[src/rtl/serial_sub_ctrl_if.sv]
// Request/result handshake and shared full-subtractor cell signals for serial_sub_ctrl.
// The master side is the requesting datapath together with the cell; the slave side is the controller.
interface serial_sub_ctrl_if #(
  parameter int WIDTH = 8
);
  logic             start;
  logic [WIDTH-1:0] a;
  logic [WIDTH-1:0] b;
  logic             bin;
  logic             busy;
  logic             done;
  logic [WIDTH-1:0] diff;
  logic             borrow_out;
  logic             cell_x;
  logic             cell_y;
  logic             cell_bin;
  logic             cell_diff;
  logic             cell_borr;

  modport master (
    output start, a, b, bin, cell_diff, cell_borr,
    input  busy, done, diff, borrow_out, cell_x, cell_y, cell_bin
  );

  modport slave (
    input  start, a, b, bin, cell_diff, cell_borr,
    output busy, done, diff, borrow_out, cell_x, cell_y, cell_bin
  );
endinterface

[src/rtl/serial_sub_ctrl.sv]
// Bit-serial A - B - bin controller: drives one external full-subtractor cell LSB first,
// one bit per clock, and assembles the result and final borrow.
module serial_sub_ctrl #(
  parameter int WIDTH = 8,
  parameter int CNT_W = 4
) (
  input logic               clk,
  input logic               rst,
  serial_sub_ctrl_if.slave  bus
);

  typedef enum logic [1:0] {
    IDLE = 2'd0,
    RUN  = 2'd1,
    DONE = 2'd2
  } state_e;

  localparam logic [CNT_W-1:0] LAST = CNT_W'(WIDTH - 1);

  state_e           state_q, state_d;
  logic [WIDTH-1:0] a_sh_q, a_sh_d;
  logic [WIDTH-1:0] b_sh_q, b_sh_d;
  logic [WIDTH-1:0] res_sh_q, res_sh_d;
  logic [WIDTH-1:0] diff_q, diff_d;
  logic [CNT_W-1:0] cnt_q, cnt_d;
  logic             borrow_q, borrow_d;
  logic             bout_q, bout_d;
  logic [WIDTH-1:0] res_next;

  // Cell bit enters at the MSB; after WIDTH shifts the first (LSB) bit sits at bit 0.
  assign res_next = {bus.cell_diff, res_sh_q[WIDTH-1:1]};

  always_comb begin
    state_d  = state_q;
    a_sh_d   = a_sh_q;
    b_sh_d   = b_sh_q;
    res_sh_d = res_sh_q;
    diff_d   = diff_q;
    cnt_d    = cnt_q;
    borrow_d = borrow_q;
    bout_d   = bout_q;
    case (state_q)
      IDLE, DONE: begin
        if (bus.start) begin
          a_sh_d   = bus.a;
          b_sh_d   = bus.b;
          borrow_d = bus.bin;
          res_sh_d = '0;
          cnt_d    = '0;
          state_d  = RUN;
        end else if (state_q == DONE) begin
          state_d = IDLE;
        end
      end
      RUN: begin
        a_sh_d   = a_sh_q >> 1;
        b_sh_d   = b_sh_q >> 1;
        res_sh_d = res_next;
        borrow_d = bus.cell_borr;
        cnt_d    = cnt_q + CNT_W'(1);
        if (cnt_q == LAST) begin
          diff_d  = res_next;
          bout_d  = bus.cell_borr;
          state_d = DONE;
        end
      end
      default: state_d = IDLE;
    endcase
  end

  always_ff @(posedge clk) begin
    if (rst) begin
      state_q  <= IDLE;
      a_sh_q   <= '0;
      b_sh_q   <= '0;
      res_sh_q <= '0;
      diff_q   <= '0;
      cnt_q    <= '0;
      borrow_q <= 1'b0;
      bout_q   <= 1'b0;
    end else begin
      state_q  <= state_d;
      a_sh_q   <= a_sh_d;
      b_sh_q   <= b_sh_d;
      res_sh_q <= res_sh_d;
      diff_q   <= diff_d;
      cnt_q    <= cnt_d;
      borrow_q <= borrow_d;
      bout_q   <= bout_d;
    end
  end

  // Cell stimulus is gated to zero outside RUN so the shared cell sees idle inputs.
  assign bus.busy       = (state_q == RUN);
  assign bus.done       = (state_q == DONE);
  assign bus.diff       = diff_q;
  assign bus.borrow_out = bout_q;
  assign bus.cell_x     = (state_q == RUN) & a_sh_q[0];
  assign bus.cell_y     = (state_q == RUN) & b_sh_q[0];
  assign bus.cell_bin   = (state_q == RUN) & borrow_q;

endmodule
[src/flat_wrapper.sv]
// flat-port wrapper written by rule: the top's interface ports become plain ports
module serial_sub_ctrl_flat 
#(
  parameter int WIDTH = 8,
  parameter int CNT_W = 4
)
  (clk, rst, bus_start, bus_a, bus_b, bus_bin, bus_cell_diff, bus_cell_borr, bus_busy, bus_done, bus_diff, bus_borrow_out, bus_cell_x, bus_cell_y, bus_cell_bin);
  serial_sub_ctrl_if #(.WIDTH(WIDTH)) bus_i ();
  input logic clk;
  input logic rst;
  input wire logic [$bits(bus_i.start)-1:0] bus_start;
  input wire logic [$bits(bus_i.a)-1:0] bus_a;
  input wire logic [$bits(bus_i.b)-1:0] bus_b;
  input wire logic [$bits(bus_i.bin)-1:0] bus_bin;
  input wire logic [$bits(bus_i.cell_diff)-1:0] bus_cell_diff;
  input wire logic [$bits(bus_i.cell_borr)-1:0] bus_cell_borr;
  output wire logic [$bits(bus_i.busy)-1:0] bus_busy;
  output wire logic [$bits(bus_i.done)-1:0] bus_done;
  output wire logic [$bits(bus_i.diff)-1:0] bus_diff;
  output wire logic [$bits(bus_i.borrow_out)-1:0] bus_borrow_out;
  output wire logic [$bits(bus_i.cell_x)-1:0] bus_cell_x;
  output wire logic [$bits(bus_i.cell_y)-1:0] bus_cell_y;
  output wire logic [$bits(bus_i.cell_bin)-1:0] bus_cell_bin;
  assign bus_i.start = bus_start;
  assign bus_i.a = bus_a;
  assign bus_i.b = bus_b;
  assign bus_i.bin = bus_bin;
  assign bus_i.cell_diff = bus_cell_diff;
  assign bus_i.cell_borr = bus_cell_borr;
  assign bus_busy = bus_i.busy;
  assign bus_done = bus_i.done;
  assign bus_diff = bus_i.diff;
  assign bus_borrow_out = bus_i.borrow_out;
  assign bus_cell_x = bus_i.cell_x;
  assign bus_cell_y = bus_i.cell_y;
  assign bus_cell_bin = bus_i.cell_bin;
  serial_sub_ctrl #(.WIDTH(WIDTH), .CNT_W(CNT_W)) u_core (.clk(clk), .rst(rst), .bus(bus_i));
endmodule
[config.mk]
export PLATFORM = sky130hd
export DESIGN_NAME = serial_sub_ctrl_flat
export DESIGN_NICKNAME = d
export VERILOG_FILES = /design/src/rtl/serial_sub_ctrl_if.sv /design/src/rtl/serial_sub_ctrl.sv /design/src/flat_wrapper.sv
export SDC_FILE = /design/constraint.sdc
export NUM_CORES = 1
export LEC_CHECK = 0
export ABC_AREA = 1
export BUFFER_PORTS_ARGS = -buffer_cell sky130_fd_sc_hd__buf_2
export CELL_PAD_IN_SITES_DETAIL_PLACEMENT = 1
export CELL_PAD_IN_SITES_GLOBAL_PLACEMENT = 2
export CORE_MARGIN = 2
export CORE_UTILIZATION = 30
export DETAILED_ROUTE_END_ITERATION = 6
export GPL_TIMING_DRIVEN = 0
export PLACE_DENSITY_LB_ADDON = 0.1
export SYNTH_ARGS = -nofsm -noshare
export SYNTH_HDL_FRONTEND = slang
export SYNTH_SLANG_ARGS = --single-unit
[constraint.sdc]
create_clock -name clk -period 1.3 [get_ports clk]
set_input_delay 0.065 -clock clk [delete_from_list [all_inputs] [get_ports clk]]
set_output_delay 0.065 -clock clk [all_outputs]
set_load 0.01 [all_outputs]
==> results of run 1 <==
==> layer usage <==
layer  track usage  vias up  part of all wire
met3        0.0322        4             0.026
met1         0.235      868              0.49
met2         0.282       22              0.48
met5             0        -                 0
met4        0.0559        0            0.0067
li1              -      923                 -
==> stage by stage <==
step | total power (uW) | TNS, ns | cells | hold WS [ns]
finish | 2490 | 0 | 376 | 0.0273
CTS | 2510 | 0 | 370 | 0.0164
detailed placement | 1640 | -0.245 | 355 | 0.307
global placement | 1630 | -0.362 | 355 | 0.305
floorplan | 1520 | 0 | 247 | 0.196
global route | 2630 | -0.0259 | 376 | 0.0249
==> cells by family after synthesis <==
family	Yosys count
AO/OA/AOI/OAI	30
adder cells (fa/ha/maj)	1
buffers and inverters	42
flip-flops	39
AND/OR/NAND/NOR	135
==> power breakdown <==
part,switching [uW],total (uW),internal (uW)
registers,26.8,1270,1240
clock network,460,834,374
logic,226,390,165
==> cell type report <==
type / count / area (um2)
well taps: 75 / 93.8
inverters: 25 / 98.8
multi-input cells: 168 / 838
clock buffers: 5 / 68.8
plain buffers: 17 / 130
fillers: 785 / 3530
clock inverters: 3 / 20.0
flip-flops and latches: 39 / 786
repair buffers: 44 / 250
==> sequential cells by signal, summed over array words and instances, names as in the netlist <==
name,flops
u_core.bus.borrow_out,1
u_core.borrow_q,1
u_core.a_sh_q,8
u_core.state_q,2
u_core.cnt_q,4
u_core.bus.diff,8
u_core.res_sh_q,7
u_core.b_sh_q,8
==> timing repair <==
item,CTS,global route
cloned,1,1
hold endpoints to repair,1,0
setup buffers,5,5
hold buffers,1,0
endpoints found under the setup margin,14,14
pin swaps,1,3
gates resized for setup,6,14
==> critical path: stages, from the launching register on <==
cell     delay, ns
dfxtp_2       0.34
buf_6         0.14
nand2_8       0.07
buf_8         0.14
nor2_1        0.08
buf_2         0.13
==> placed cells by master (no fill, tap or decap), types with 2 or more instances in the layout <==
cell type	n
inv_1	23
dfxtp_2	4
nand2_1	40
nor2_1	11
buf_2	38
nor2_2	3
clkbuf_8	5
clkbuf_1	2
clkinvlp_4	2
nand3_1	75
a21oi_1	28
buf_6	4
nor2_4	3
nand2_2	2
dfxtp_1	35
o21ai_0	2
buf_4	14
==> worst max-delay path by stage <==
stage	from	end	slack, ns
after floorplan	u_core.cnt_q[0]	u_core.bus.borrow_out	0.21
after global placement	u_core.cnt_q[0]	u_core.bus.diff[4]	-0.07
after detailed placement	u_core.cnt_q[0]	u_core.bus.diff[4]	-0.06
after CTS	u_core.cnt_q[0]	u_core.bus.diff[1]	0.007
after global routing	u_core.state_q[0]	bus_cell_bin	-0.02
final	u_core.state_q[0]	bus_cell_bin	0.05
==> cells in the mapped netlist, drive strengths merged <==
cell,instances,share of area
nand2,43,0.098
nor2,16,0.039
buf,15,0.062
ha,1,0.0070
o21ai,2,0.0056
a21oi,28,0.079
inv,25,0.054
nand3,76,0.21
clkbuf,2,0.0042
dfxtp,39,0.44
==> impl_metrics.json, run 1 <==
{
  "clk_pin_slew_worst_paths_ns": 0.08,
  "final_nets": 323,
  "netlist_instances": 247,
  "grt_pass1_vias": 1816,
  "layout-drive-gt1-share": 0.279,
  "fin_skew_ns": 0.00651,
  "design_area_um2": 2290,
  "holdPathEnd": "u_core.a_sh_q[7]",
  "max-slew-margin-rel": 0.657,
  "synth_cell_type_count": 18,
  "antenna_found_initial": 0,
  "hpwl_mm": 3.54,
  "ys_warn_count": 0,
  "rrSetupSlack_ns": 0.10,
  "worstReg2RegStart": "u_core.cnt_q[0]",
  "critPathKind": "reg -> out",
  "worst_slack_ns": 0.0470,
  "start_util": 0.306,
  "fin_crit_sh": 0.964,
  "area_growth_pct": 28.3,
  "die_w_um": 81.1,
  "yosys.area_share.adder": 0.00702,
  "diodes": 0,
  "track_usage": 0.174,
  "cp-start-kind": "flop",
  "worstPathMaxFanout": 8,
  "clk_latency_ns": 0.29,
  "num_vias": 1817,
  "syn_area_per_cell_um2": 7.21,
  "row_count": 28,
  "place_ws_ns": -0.0641,
  "grt_pass1_wl_mm": 8.75,
  "dieArea_um2": 6570,
  "ys_ff_latch": 39,
  "route.detailed.drc": 0,
  "synth_area_um2": 1780,
  "cts-root-buf": "clkbuf_8",
  "portBuffers": 33,
  "rsz0062_at_grt": "true",
  "hold_violations": 0,
  "p_leak_uw": 0.00101,
  "status": "finished clean",
  "core-area_um2": 5820,
  "cts_tree": "yes",
  "grt-ovfl-total": 0,
  "firstDrtPassIters": 4,
  "hold_depth": 3,
  "ys_seq_area_frac": 0.438,
  "yosys.area_share.simple": 0.350,
  "slew_viol_final": 0,
  "final_util": 0.393,
  "worstReg2RegEnd": "u_core.bus.diff[6]",
  "drt_wl_total_mm": 5.22,
  "required_ns": 1.24,
  "place_congestion": 0.774,
  "cts_inserted_buffers": 5,
  "dieHeight_um": 81.1,
  "yosys.area_share.xor_xnor": 0,
  "grt_max_degree": 14,
  "htreeDepth": 2,
  "crit_arrival_ns": 1.19,
  "p_per_area_nw_per_um2": 1090,
  "min_path_type": "in -> reg",
  "placed_area_um2": 2040,
  "peakVddDrop_uv": 434,
  "post-route-min-period_ns": 1.25,
  "ioPinCount": 36,
  "cts.sinks": 39,
  "ant_nets": 0,
  "finalSetupViolCount": 0,
  "wl_per_cell_um": 13.9,
  "hp-start": "bus_a[7]",
  "critPathCaptureType": "output pin",
  "drt_iter0_drc": 69,
  "worst_pin_slew_ns": 0.515,
  "synth_compound_area_frac": 0.0843,
  "synth_top_family_by_area": "simple AND/OR/NAND/NOR gates",
  "reg2reg_depth": 6,
  "routed_via_density": 4.83,
  "synth_nets": 270,
  "maxCapViolCount": 0,
  "synthMuxAreaShare": 0,
  "max_freq_ghz": 0.798,
  "cts_buffer_depth": 2
}
No activity file was read; power rests on OpenSTA's default activity.
==> inputs of run 2 (changes only) <==
Settings changed: ABC_AREA 1 to 0, CORE_UTILIZATION 30 to 32, CTS_CLUSTER_SIZE from default to 28.
==> run 2 against run 1 <==
The run now ends with setup timing left. Clock power is 3.5% lower. Non-clock buffer count is 3 lower. Clock skew is 0.0022 ns lower. Largest cell class unchanged. Critical path depth is 1 higher.
==> impl_metrics.json, run 2 <==
{
  "status": "complete, but fails checks",
  "violations": "setup timing",
  "post-route-min-period_ns": 1.36,
  "fin_skew_ns": 0.00434,
  "holdPathEnd": "u_core.b_sh_q[7]",
  "grt_max_degree": 12,
  "grt_use_met2": 0.274,
  "p_comb_frac": 0.150,
  "synth_area_um2": 1670,
  "worst_slack_ns": -0.0625,
  "syn_area_per_cell_um2": 9.15,
  "reg2reg_depth": 6,
  "post-synth-top-count-cell": "dfxtp_1",
  "final_nets": 253,
  "dieHeight_um": 76.1,
  "peakVddDrop_uv": 477,
  "slew_viol_final": 0,
  "critPathCaptureType": "output pin",
  "hp-start": "bus_b[7]",
  "portBuffers": 35,
  "cp-start-kind": "flop",
  "clk_latency_ns": 0.29,
  "yosysTopAreaCellShare": 0.469,
  "htreeDepth": 2,
  "antenna_found_initial": 0,
  "p_leak_uw": 0.000835,
  "start_util": 0.328,
  "hold_slack_ns": 0.0121,
  "use_met1": 0.219,
  "worstPathMaxFanout": 7,
  "max-slew-margin-rel": 0.655,
  "worstReg2RegStart": "u_core.state_q[1]",
  "cts_tree": "yes",
  "fillers": 617,
  "crit_family": "buffers and inverters",
  "die_w_um": 76.1,
  "cts.sinks": 39,
  "ys_ff_latch": 39,
  "crit_arrival_ns": 1.30,
  "wl_per_cell_um": 15.4,
  "synthTopCellsByArea": "dfxtp_1 47%, a21oi_1 8.4%, nand2b_1 7.9%, nand3_1 7.8%, a22oi_1 6.8%",
  "swShare": 0.267,
  "grt-ovfl-total": 0,
  "cts_buffer_depth": 2,
  "crit_path_frequent_cell": "buf_8",
  "path_buf_inv": 4,
  "dieArea_um2": 5800,
  "core-area_um2": 5070,
  "clk_pin_slew_worst_paths_ns": 0.08,
  "hold_depth": 3,
  "diodes": 0,
  "route.detailed.drc": 0,
  "ys_async_sr_fraction": 0,
  "place_congestion": 0.722,
  "layout-drive-gt1-share": 0.342,
  "max_freq_ghz": 0.734,
  "drt_wl_total_mm": 4.64,
  "fin_crit_sh": 1.05,
  "min_path_type": "in -> reg",
  "num_vias": 1505,
  "synth_cell_type_count": 25,
  "p_switching_uw": 653,
  "cts_hold_buf": 0,
  "hold_violations": 0,
  "synth-edff-count": 0,
  "p_per_area_nw_per_um2": 1120,
  "seqPwrFrac": 0.520,
  "rrSetupSlack_ns": -0.01,
  "critPathKind": "reg -> out",
  "final_common_cell": "dfxtp_1",
  "cts_inserted_buffers": 5,
  "cp_slowest_cell": "dfxtp_2",
  "synthTopCellsByCount": "39 x dfxtp_1, 28 x a21oi_1, 26 x nand3_1",
  "hpwl_mm": 3.15,
  "pwr-share-clk": 0.330,
  "regArea_um2": 783,
  "worstReg2RegEnd": "u_core.bus.diff[5]",
  "rsz0062_at_grt": "true",
  "slowest_delay_ns": 0.33,
  "cts-root-buf": "clkbuf_8",
  "multi_input_area_um2": 828,
  "synthFlopType": "dfxtp_1",
  "netlist_instances": 182,
  "firstDrtPassIters": 4,
  "routed_via_density": 5.00,
  "row_count": 26,
  "worst_pin_slew_ns": 0.518,
  "ant_nets": 0,
  "synth_top_cell_by_area": "dfxtp_1",
  "grt_util_met3": 0.0462,
  "grt_pass1_vias": 1626,
  "area_growth_pct": 31.6,
  "most-common-layout-cells": "37 x dfxtp_1, 31 x buf_2, 27 x a21oi_1, 26 x nand3_1, 20 x nand2b_1",
  "ioPinCount": 36,
  "finalSetupViolCount": 7,
  "ys_seq_area_frac": 0.469,
  "setup-tns-final_ns": -0.252,
  "required_ns": 1.24,
  "track_usage": 0.169,
  "synth_nets": 205,
  "drt_iter0_drc": 42,
  "ys_warn_count": 0,
  "p_int_uw": 1790,
  "grt_pass1_wl_mm": 7.84,
  "grt.busiest_layer": "met2",
  "maxCapViolCount": 0,
  "worstPathCellList": "nand2b_4 -> inv_6 -> buf_8 -> buf_8 -> and2_4 -> buf_6"
}
## run 2: cell type report
type                    count  area share
flip-flops and latches     39       0.358
multi-input cells         125       0.378
inverters                   1     0.00400
repair buffers             42       0.123
clock inverters             1     0.00228
clock buffers               7      0.0348
plain buffers              16      0.0605
well taps                  70      0.0400
## run 2: kinds of logic after synthesis
family,count (synthesis),synth area share
compound gates,44,0.156
fa+ha+maj,1,0.00751
buf+inv,18,0.0691
flops,39,0.469
mux,11,0.0699
simple gates,69,0.228
## run 2: per-stage QoR
step,cell area (um2),utilization,std cells,total power (uW),setup WS (ns)
after detailed placement,1930,0.380,287,1580,-0.0553
after floorplan,1670,-,182,1470,0.0990
after global placement,1930,0.380,287,1570,-0.0153
final,2190,0.432,301,2440,-0.0625
after global routing,2190,0.432,301,2560,-0.107
after CTS,2180,0.430,301,2470,-0.150
## run 2: routing by layer
metal / vias up / share of wire
li1: 737 / -
met1: 733 / 0.47
met2: 29 / 0.47
met3: 6 / 0.041
met4: 0 / 0.012
met5: - / 0
## run 2: what timing repair did
action | 4_1_cts | 5_1_grt
setup buffers | 6 | 1
endpoints found under the setup margin | 24 | 39
gates resized for setup | 30 | 6
pin swaps | 3 | 0
## run 2: how the worst max path moves through the flow
| stage | cells past startpoint | from | end | slack [ns] |
|---|---|---|---|---|
| CTS | 7 | u_core.state_q[1] | bus_cell_bin | -0.15 |
| global placement | 7 | u_core.state_q[1] | bus_cell_y | -0.02 |
| finish | 6 | u_core.state_q[1] | bus_cell_x | -0.06 |
| floorplan | 6 | u_core.state_q[1] | u_core.bus.borrow_out | 0.1 |
| global route | 6 | u_core.state_q[1] | bus_cell_y | -0.11 |
| detailed placement | 7 | u_core.state_q[0] | bus_cell_bin | -0.06 |
## run 2: worst register-to-register path, delay by kind of cell, from the launching register on
family        cells  cell delay (ns)
mux               1             0.19
flops             1             0.32
buf+inv           3             0.32
simple gates      2             0.41
## run 2: power by group through the flow
| stage | clock network (uW) | registers (uW) | logic (uW) |
|---|---|---|---|
| finish | 805 | 1270 | 368 |
| global route | 883 | 1280 | 402 |
| CTS | 831 | 1270 | 367 |
| detailed placement | 0 | 1290 | 289 |
| global placement | 0 | 1290 | 276 |
| floorplan | 0 | 1290 | 187 |
==> inputs of run 3 (changes only) <==
Settings changed: GPL_ROUTABILITY_DRIVEN from default to 1, SKIP_LAST_GASP from default to 1.
==> run 3 against run 2 <==
The flow still finishes with violations (setup timing). Critical path type unchanged. Die area stayed put. Cell area is 0.23% lower. Power hardly changed. Register-to-register slack hardly changed. Sequential cell count stayed put. Fmax hardly changed. Combinational power hardly changed. Global-route usage stayed put. Non-clock buffer count stayed put. Utilization is 0.099 points lower. Clock power hardly changed.
==> impl_metrics.json, run 3 (synthesis results as in run 2) <==
{
  "finalPower_uw": 2440,
  "htreeDepth": 2,
  "routed_via_density": 4.99,
  "track_usage": 0.169,
  "pwr-share-clk": 0.330,
  "num_vias": 1503,
  "dieHeight_um": 76.1,
  "place_congestion": 0.722,
  "p_int_uw": 1790,
  "grt_max_degree": 12,
  "cts_inserted_buffers": 5,
  "final_util": 0.431,
  "area_growth_pct": 31.3,
  "regArea_um2": 783,
  "met3_wirelength_um": 181,
  "worst_pin_slew_ns": 0.518,
  "grt_pass1_vias": 1626,
  "wl_met1_mm": 2.21,
  "dr_wl_met2_mm": 2.20,
  "required_ns": 1.24,
  "antenna_found_initial": 0,
  "max-slew-margin-rel": 0.655,
  "crit_arrival_ns": 1.30,
  "ioPinCount": 36,
  "cts_hold_buf": 0,
  "core-area_um2": 5070,
  "p_leak_uw": 0.000834,
  "status": "complete, but fails checks",
  "swShare": 0.267,
  "slew_viol_final": 0,
  "cts_buffer_depth": 2,
  "start_util": 0.328,
  "clk_pin_slew_worst_paths_ns": 0.08,
  "critPathCaptureType": "output pin",
  "seqPwrFrac": 0.520,
  "grt_pass1_wl_mm": 7.84,
  "grt-ovfl-total": 0,
  "fin_skew_ns": 0.00435,
  "row_count": 26,
  "portBuffers": 35,
  "fillers": 617,
  "most-common-layout-cells": "37 x dfxtp_1, 31 x buf_2, 27 x a21oi_1, 26 x nand3_1, 20 x nand2b_1",
  "cp-start-kind": "flop",
  "post-route-min-period_ns": 1.36,
  "critPathKind": "reg -> out",
  "cts-root-buf": "clkbuf_8",
  "max_freq_ghz": 0.734,
  "hold_violations": 0,
  "min_path_type": "in -> reg",
  "firstDrtPassIters": 4,
  "worst_slack_ns": -0.0625,
  "clk_latency_ns": 0.29,
  "drt_iter0_drc": 43,
  "maxCapViolCount": 0,
  "dieArea_um2": 5800,
  "wl_per_cell_um": 15.4,
  "p_switching_uw": 653,
  "layout-drive-gt1-share": 0.338,
  "ant_nets": 0,
  "peakVddDrop_uv": 477,
  "final_common_cell": "dfxtp_1",
  "drt_wl_total_mm": 4.64,
  "finalSetupViolCount": 7,
  "hpwl_mm": 3.15,
  "violations": "setup timing",
  "route.detailed.drc": 0,
  "cts.sinks": 39,
  "die_w_um": 76.1,
  "top_layer": "met4",
  "final_nets": 253,
  "fin_crit_sh": 1.05,
  "p_per_area_nw_per_um2": 1120,
  "rsz0062_at_grt": "true",
  "worstPathMaxFanout": 7,
  "cts_tree": "yes",
  "p_comb_frac": 0.150,
  "diodes": 0,
  "multi_input_area_um2": 823
}
## run 3: layer usage
layer	vias up	track usage
met1	733	0.219
met5	-	0
met4	0	0.0545
met2	27	0.274
li1	737	-
met3	6	0.0462
## run 3: what timing repair did
action | CTS | global route
setup endpoints to repair | 24 | 39
resized for setup | 29 | 6
pin swaps | 3 | 0
buffers inserted | 6 | 1
## run 3: worst max-delay path, stage by stage, from the launching register on
cell	delay, ns
dfxtp_2	0.33
nand2b_4	0.15
inv_6	0.04
buf_8	0.11
buf_8	0.13
and2_4	0.14
buf_6	0.11
## run 3: area by class of cell
cell class	count	share of cell area
Sequential cell	39	0.358
Inverter	1	0.00401
Tap cell	70	0.0401
Clock inverter	1	0.00229
Buffer	16	0.0607
Clock buffer	7	0.0349
Timing Repair Buffer	42	0.123
Multi-Input combinational cell	125	0.377
## run 3: worst paths after layout
kind	to	slack, ns	startpoint	cells after the start
max	bus_cell_x	-0.06	u_core.state_q[1]	6
min	u_core.b_sh_q[7]	0.01	bus_b[7]	3
max reg2reg	u_core.bus.diff[5]	-0.01	u_core.state_q[1]	6
min reg2reg	u_core.a_sh_q[6]	0.47	u_core.a_sh_q[6]	2
## run 3: power groups by stage
stage               combinational, uW  sequential (uW)  clock, uW
floorplan                         187             1290          0
detailed placement                289             1290          0
global placement                  276             1290          0
global route                      401             1280        883
finish                            367             1270        806
CTS                               366             1270        831
## run 3: through the flow
stage | setup TNS [ns] | std cells | instance area, um2 | hold WS [ns] | setup slack, ns
floorplan | 0 | 182 | 1670 | 0.201 | 0.0990
global placement | -0.0356 | 287 | 1930 | 0.308 | -0.0153
detailed placement | -0.419 | 287 | 1930 | 0.329 | -0.0553
CTS | -1.34 | 301 | 2180 | 0.00638 | -0.150
global route | -0.854 | 301 | 2190 | 0.0249 | -0.107
finish | -0.252 | 301 | 2190 | 0.0121 | -0.0625
